## config.mk

```make
export PLATFORM = sky130hd
export DESIGN_NAME = sdrc_req_arb
export DESIGN_NICKNAME = d
export VERILOG_FILES = /design/src/rtl/sdrc_req_arb.sv
export SDC_FILE = /design/constraint.sdc
export NUM_CORES = 1
export LEC_CHECK = 0
export BUFFER_PORTS_ARGS = -buffer_cell sky130_fd_sc_hd__buf_2
export CORE_AREA = 2 2 134 136
export CTS_CLUSTER_DIAMETER = 30
export DETAILED_ROUTE_END_ITERATION = 8
export DIE_AREA = 0 0 136 138
export GPL_TIMING_DRIVEN = 0
export HOLD_SLACK_MARGIN = 0.06
export MAX_ROUTING_LAYER = met4
export PLACE_DENSITY_LB_ADDON = 0.05
export SETUP_SLACK_MARGIN = 0.3
export SYNTH_ARGS = -nofsm -noshare
export SYNTH_HDL_FRONTEND = slang
export SYNTH_SLANG_ARGS = --single-unit
```

## constraint.sdc

```tcl
create_clock -name clk -period 4.93 [get_ports clk]
set_input_delay 0.7395 -clock clk [delete_from_list [all_inputs] [get_ports clk]]
set_output_delay 0.7395 -clock clk [all_outputs]
set_load 0.01 [all_outputs]
```

## src/rtl/sdrc_req_arb.sv

```systemverilog
// sdrc_req_arb: two-port round-robin arbiter in front of the SDRAM
// bus-width converter. One request is granted at a time; the winner's
// address, length, direction and dma_last are latched and presented
// downstream until acknowledged. Write-next and read-valid beats are
// then routed to the owner until the burst's last beat.
//
// Ports:
//   clk, reset        clock, synchronous active-high reset
//   rN_req*           requester N (0/1) request bundle, held until ack
//   rN_req_ack        one-cycle acceptance pulse to requester N
//   rN_wr_data/en_n   requester N write data and active-low byte enables
//   rN_wr_next        write beat consumed, owner only
//   rN_rd_data/valid  read data (broadcast) and valid (owner only)
//   app_req*          latched request towards the converter
//   app_req_ack       downstream acceptance
//   app_wr_*          owner's write data/enables, downstream write beat
//   app_rd_*          downstream read data and valid
module sdrc_req_arb #(
   parameter int APP_AW = 30,
   parameter int APP_DW = 32,
   parameter int APP_BW = 4,
   parameter int APP_RW = 9
) (
   input  logic              clk,
   input  logic              reset,
   input  logic              r0_req,
   input  logic [APP_AW-1:0] r0_req_addr,
   input  logic [APP_RW-1:0] r0_req_len,
   input  logic              r0_req_wr_n,
   input  logic              r0_req_dma_last,
   output logic              r0_req_ack,
   input  logic [APP_DW-1:0] r0_wr_data,
   input  logic [APP_BW-1:0] r0_wr_en_n,
   output logic              r0_wr_next,
   output logic [APP_DW-1:0] r0_rd_data,
   output logic              r0_rd_valid,
   input  logic              r1_req,
   input  logic [APP_AW-1:0] r1_req_addr,
   input  logic [APP_RW-1:0] r1_req_len,
   input  logic              r1_req_wr_n,
   input  logic              r1_req_dma_last,
   output logic              r1_req_ack,
   input  logic [APP_DW-1:0] r1_wr_data,
   input  logic [APP_BW-1:0] r1_wr_en_n,
   output logic              r1_wr_next,
   output logic [APP_DW-1:0] r1_rd_data,
   output logic              r1_rd_valid,
   output logic              app_req,
   output logic [APP_AW-1:0] app_req_addr,
   output logic [APP_RW-1:0] app_req_len,
   output logic              app_req_wr_n,
   output logic              app_req_dma_last,
   input  logic              app_req_ack,
   output logic [APP_DW-1:0] app_wr_data,
   output logic [APP_BW-1:0] app_wr_en_n,
   input  logic              app_wr_next,
   input  logic [APP_DW-1:0] app_rd_data,
   input  logic              app_rd_valid
);

   localparam logic [1:0] S_IDLE = 2'd0;
   localparam logic [1:0] S_REQ  = 2'd1;
   localparam logic [1:0] S_XFER = 2'd2;

   logic [1:0]        state_q, state_d;
   logic              owner_q, owner_d;
   logic              last_q, last_d;
   logic [APP_AW-1:0] addr_q, addr_d;
   logic [APP_RW-1:0] len_q, len_d;
   logic              wr_n_q, wr_n_d;
   logic              dma_q, dma_d;
   logic [APP_RW-1:0] cnt_q, cnt_d;

   logic gnt;
   logic in_req;
   logic wr_phase;
   logic rd_phase;
   logic beat;
   logic ack_hit;

   // Tie goes to the port that did not finish the previous burst.
   assign gnt = (r0_req & r1_req) ? ~last_q : r1_req;

   assign in_req   = (state_q == S_REQ);
   assign wr_phase = (state_q == S_XFER) & ~wr_n_q;
   assign rd_phase = (state_q == S_XFER) & wr_n_q;
   assign beat     = (wr_phase & app_wr_next) | (rd_phase & app_rd_valid);
   assign ack_hit  = in_req & app_req_ack;

   always_comb begin
      state_d = state_q;
      owner_d = owner_q;
      last_d  = last_q;
      addr_d  = addr_q;
      len_d   = len_q;
      wr_n_d  = wr_n_q;
      dma_d   = dma_q;
      cnt_d   = cnt_q;
      case (state_q)
         S_IDLE: begin
            if (r0_req | r1_req) begin
               owner_d = gnt;
               addr_d  = gnt ? r1_req_addr : r0_req_addr;
               len_d   = gnt ? r1_req_len : r0_req_len;
               wr_n_d  = gnt ? r1_req_wr_n : r0_req_wr_n;
               dma_d   = gnt ? r1_req_dma_last : r0_req_dma_last;
               state_d = S_REQ;
            end
         end
         S_REQ: begin
            if (app_req_ack) begin
               // Zero-length bursts still move one beat.
               cnt_d   = (len_q == '0) ? APP_RW'(1) : len_q;
               state_d = S_XFER;
            end
         end
         S_XFER: begin
            if (beat) begin
               cnt_d = cnt_q - APP_RW'(1);
               if (cnt_q == APP_RW'(1)) begin
                  state_d = S_IDLE;
                  last_d  = owner_q;
               end
            end
         end
         default: state_d = S_IDLE;
      endcase
   end

   always_ff @(posedge clk) begin
      if (reset) begin
         state_q <= S_IDLE;
         owner_q <= 1'b0;
         last_q  <= 1'b1;
         addr_q  <= '0;
         len_q   <= '0;
         wr_n_q  <= 1'b1;
         dma_q   <= 1'b0;
         cnt_q   <= '0;
      end else begin
         state_q <= state_d;
         owner_q <= owner_d;
         last_q  <= last_d;
         addr_q  <= addr_d;
         len_q   <= len_d;
         wr_n_q  <= wr_n_d;
         dma_q   <= dma_d;
         cnt_q   <= cnt_d;
      end
   end

   assign app_req          = in_req;
   assign app_req_addr     = addr_q;
   assign app_req_len      = len_q;
   assign app_req_wr_n     = wr_n_q;
   assign app_req_dma_last = dma_q;

   assign r0_req_ack = ack_hit & ~owner_q;
   assign r1_req_ack = ack_hit & owner_q;

   assign app_wr_data = owner_q ? r1_wr_data : r0_wr_data;
   assign app_wr_en_n = ~wr_phase ? '1 :
                        (owner_q ? r1_wr_en_n : r0_wr_en_n);

   assign r0_wr_next  = wr_phase & ~owner_q & app_wr_next;
   assign r1_wr_next  = wr_phase & owner_q & app_wr_next;
   assign r0_rd_valid = rd_phase & ~owner_q & app_rd_valid;
   assign r1_rd_valid = rd_phase & owner_q & app_rd_valid;
   assign r0_rd_data  = app_rd_data;
   assign r1_rd_data  = app_rd_data;

endmodule

```

==> impl_metrics.py <==
metrics = {
    "yosys": {
        "async_flop_share_pct": 0,
        "yosysWarnings": 0,
        "ys_seq_area_share_pct": 30.4,
        "synthFlopType": "dfxtp_1",
        "avgSynthCellArea_um2": 8.83,
        "synth_edf_count": 0,
        "netlist_area_um2": 3560,
        "synth_seq_cells": 54,
        "netlist_instances": 403,
        "synth.distinct_cells": 42,
        "syn_nets": 598,
    },
    "layout": {
        "syn2layout_area_growth_pct": 55.0,
        "drive_gt1_share_pct": 59.0,
        "layout.nets": 912,
        "fin_cells": 947,
        "finish.utilization_pct": 31.5,
        "fillers": 1920,
        "final-seq-area_um2": 1080,
        "multiInputGateArea_um2": 1850,
    },
    "sta": {
        "finalSetupTns_ns": 0,
        "fin_crit_ns": 2.81,
        "worst-slew-pin-transition_ns": 0.638,
        "fmax_mhz": 355,
        "period_share_pct": 57.1,
        "rsz0062_at_grt": "false",
        "clock_skew_ns": 0.00524,
        "slew_headroom_pct": 57.2,
        "setup_viol_count_final": 0,
        "finalHoldViolations": 0,
        "drv_slew": 0,
    },
    "clock_tree": {
        "cts-resized-gates": 0,
        "cts_tree": "built",
        "clkTransAtPathRegs_ns": 0.07,
        "cts_made_buffers": 5,
        "htree_levels": 2,
        "postCtsSetupBuffers": 0,
        "worstSkewPairLatency_ns": 0.29,
        "cts_buffer_depth": 2,
        "holdBufCountCts": 0,
        "cts-root-buf": "clkbuf_16",
        "numClockSinks": 54,
    },
    "placed_design": {
        "dp_cells": 939,
        "gp_congestion": 0.881,
        "io_buffers": 307,
        "dpl.hpwl_mm": 13.6,
    },
    "global_route": {
        "grt_pass1_vias": 3986,
        "antenna_found_initial": 3,
        "grt_pass1_wl_mm": 22.9,
        "grt_max_degree": 15,
        "grt_overflow": 0,
        "grt_use_total_pct": 16.4,
    },
    "routing": {
        "drtIter0Drc": 106,
        "firstDrtPassIters": 4,
        "vias": 4017,
        "drc": 0,
        "vias_per_cell": 4.24,
        "ant_nets": 0,
        "wl_per_cell_um": 16.7,
        "drt-total-wl_mm": 15.8,
    },
    "floorplan": {
        "start_util_pct": 20.3,
        "fp.coreArea_um2": 17500,
        "rows": 49,
        "dieArea_um2": 18800,
        "io_pins": 341,
        "die_h_um": 138,
        "die_w_um": 136,
    },
    "critical_path": {
        "end_kind": "output pin",
        "cp.required_ns": 4.19,
        "startpoint_type": "flop",
        "crit_arrival_ns": 2.07,
        "crit_type": "reg -> out",
        "cp_max_fo": 10,
    },
    "flow_run": {
        "drv_cap": 0,
    },
    "power": {
        "vdd_ir_drop_max_v": 0.000139,
        "total_power_mw": 1.35,
        "leakagePower_nw": 2.72,
        "p_per_area_nw_per_um2": 244,
    },
    "worst_hold_path": {
        "hp-class": "reg -> reg",
    },
    "status": {
        "status": "finished clean",
    },
}
-- cell usage after synthesis, types with 2 or more instances --
library cell,number,area [um2]
a211oi_1,41,308
a21oi_1,9,45.0
a32o_1,2,20.0
and2_1,4,25.0
buf_2,5,25.0
buf_4,64,480
clkbuf_1,20,75.1
clkbuf_8,2,27.5
dfxtp_1,54,1080
ha_1,2,25.0
inv_1,4,15.0
mux2_2,33,372
mux2i_1,47,470
nand2_1,15,56.3
nand3b_1,2,15.0
nor2_1,52,195
nor2b_1,2,12.5
nor3_1,6,30.0
o211ai_1,2,15.0
o21a_1,2,15.0
o21ai_0,10,50.1
or3_2,2,15.0
or4_1,3,22.5
or4_4,2,22.5
-- through the flow --
stage	hold WS (ns)	setup slack, ns	area, um2
2_1_floorplan	0.440	2.84	3560
3_3_place_gp	0.476	2.37	5380
3_5_place_dp	0.486	2.35	5380
4_1_cts	0.503	2.02	5510
5_1_grt	0.515	1.87	5520
6_report	0.494	2.12	5520
-- cells in the final DEF (no fill, tap or decap), types with 3 or more instances in the layout --
cell / instances
clkbuf_1: 22
a211oi_1: 41
mux2i_1: 47
clkbuf_16: 5
buf_4: 64
and2_1: 4
or4_1: 3
buf_2: 312
dfxtp_1: 54
nand2_1: 15
inv_1: 4
mux2_2: 33
o21ai_0: 10
a21oi_1: 9
nor2_1: 52
nor3_1: 6
-- sequential cells by signal (all words and copies together), names as in the netlist --
signal	flops
owner_q	1
last_q	1
app_req_len	9
state_q	2
app_req_wr_n	1
app_req_dma_last	1
app_req_addr	30
cnt_q	9
-- layer usage --
layer	routed length, um	share of wire (%)	global-route usage, %
met1	6300	40	18.6
met2	7820	49	29.1
met3	1450	9.2	3.89
met4	265	1.7	3.62
met5	0	0	-
-- area by class of cell --
cell class              instances  area share, %
inverters                       4          0.272
multi-input cells             254           33.6
repair buffers                307           27.9
flip-flops and latches         54           19.6
plain buffers                  91           11.0
well taps                     229           5.19
clock buffers                   7           2.40
diodes                          1         0.0454
-- path summary, 6_finish.rpt --
check                                 from         end  slack (ns)  depth (start not counted)
worst min-delay path                last_q      last_q        0.49                          2
worst min register to register      last_q      last_q        0.49                          2
worst max register to register    cnt_q[0]      last_q        2.91                          5
worst max-delay path            state_q[1]  r0_wr_next        2.12                          6
-- cell families after synthesis --
group / count (synthesis) / share of synthesized area [%]
flops: 54 / 30.4
compound gates: 75 / 14.7
fa+ha+maj: 2 / 0.703
simple gates: 97 / 13.1
mux: 80 / 23.7
buf+inv: 95 / 17.5
-- power breakdown --
| group | switching (mW) | internal, mW |
|---|---|---|
| Combinational | 0.243 | 0.241 |
| Clock | 0.155 | 0.187 |
| Sequential | 0.0370 | 0.485 |
-- worst max-delay path, stage by stage (launching register included) --
cell and delay, ns:
dfxtp_1 0.41, or2b_2 0.35, clkbuf_1 0.25, nor2_1 0.37, nand2_1 0.14, nor2_1 0.11, buf_2 0.15
(Power assumes the default switching activity.)
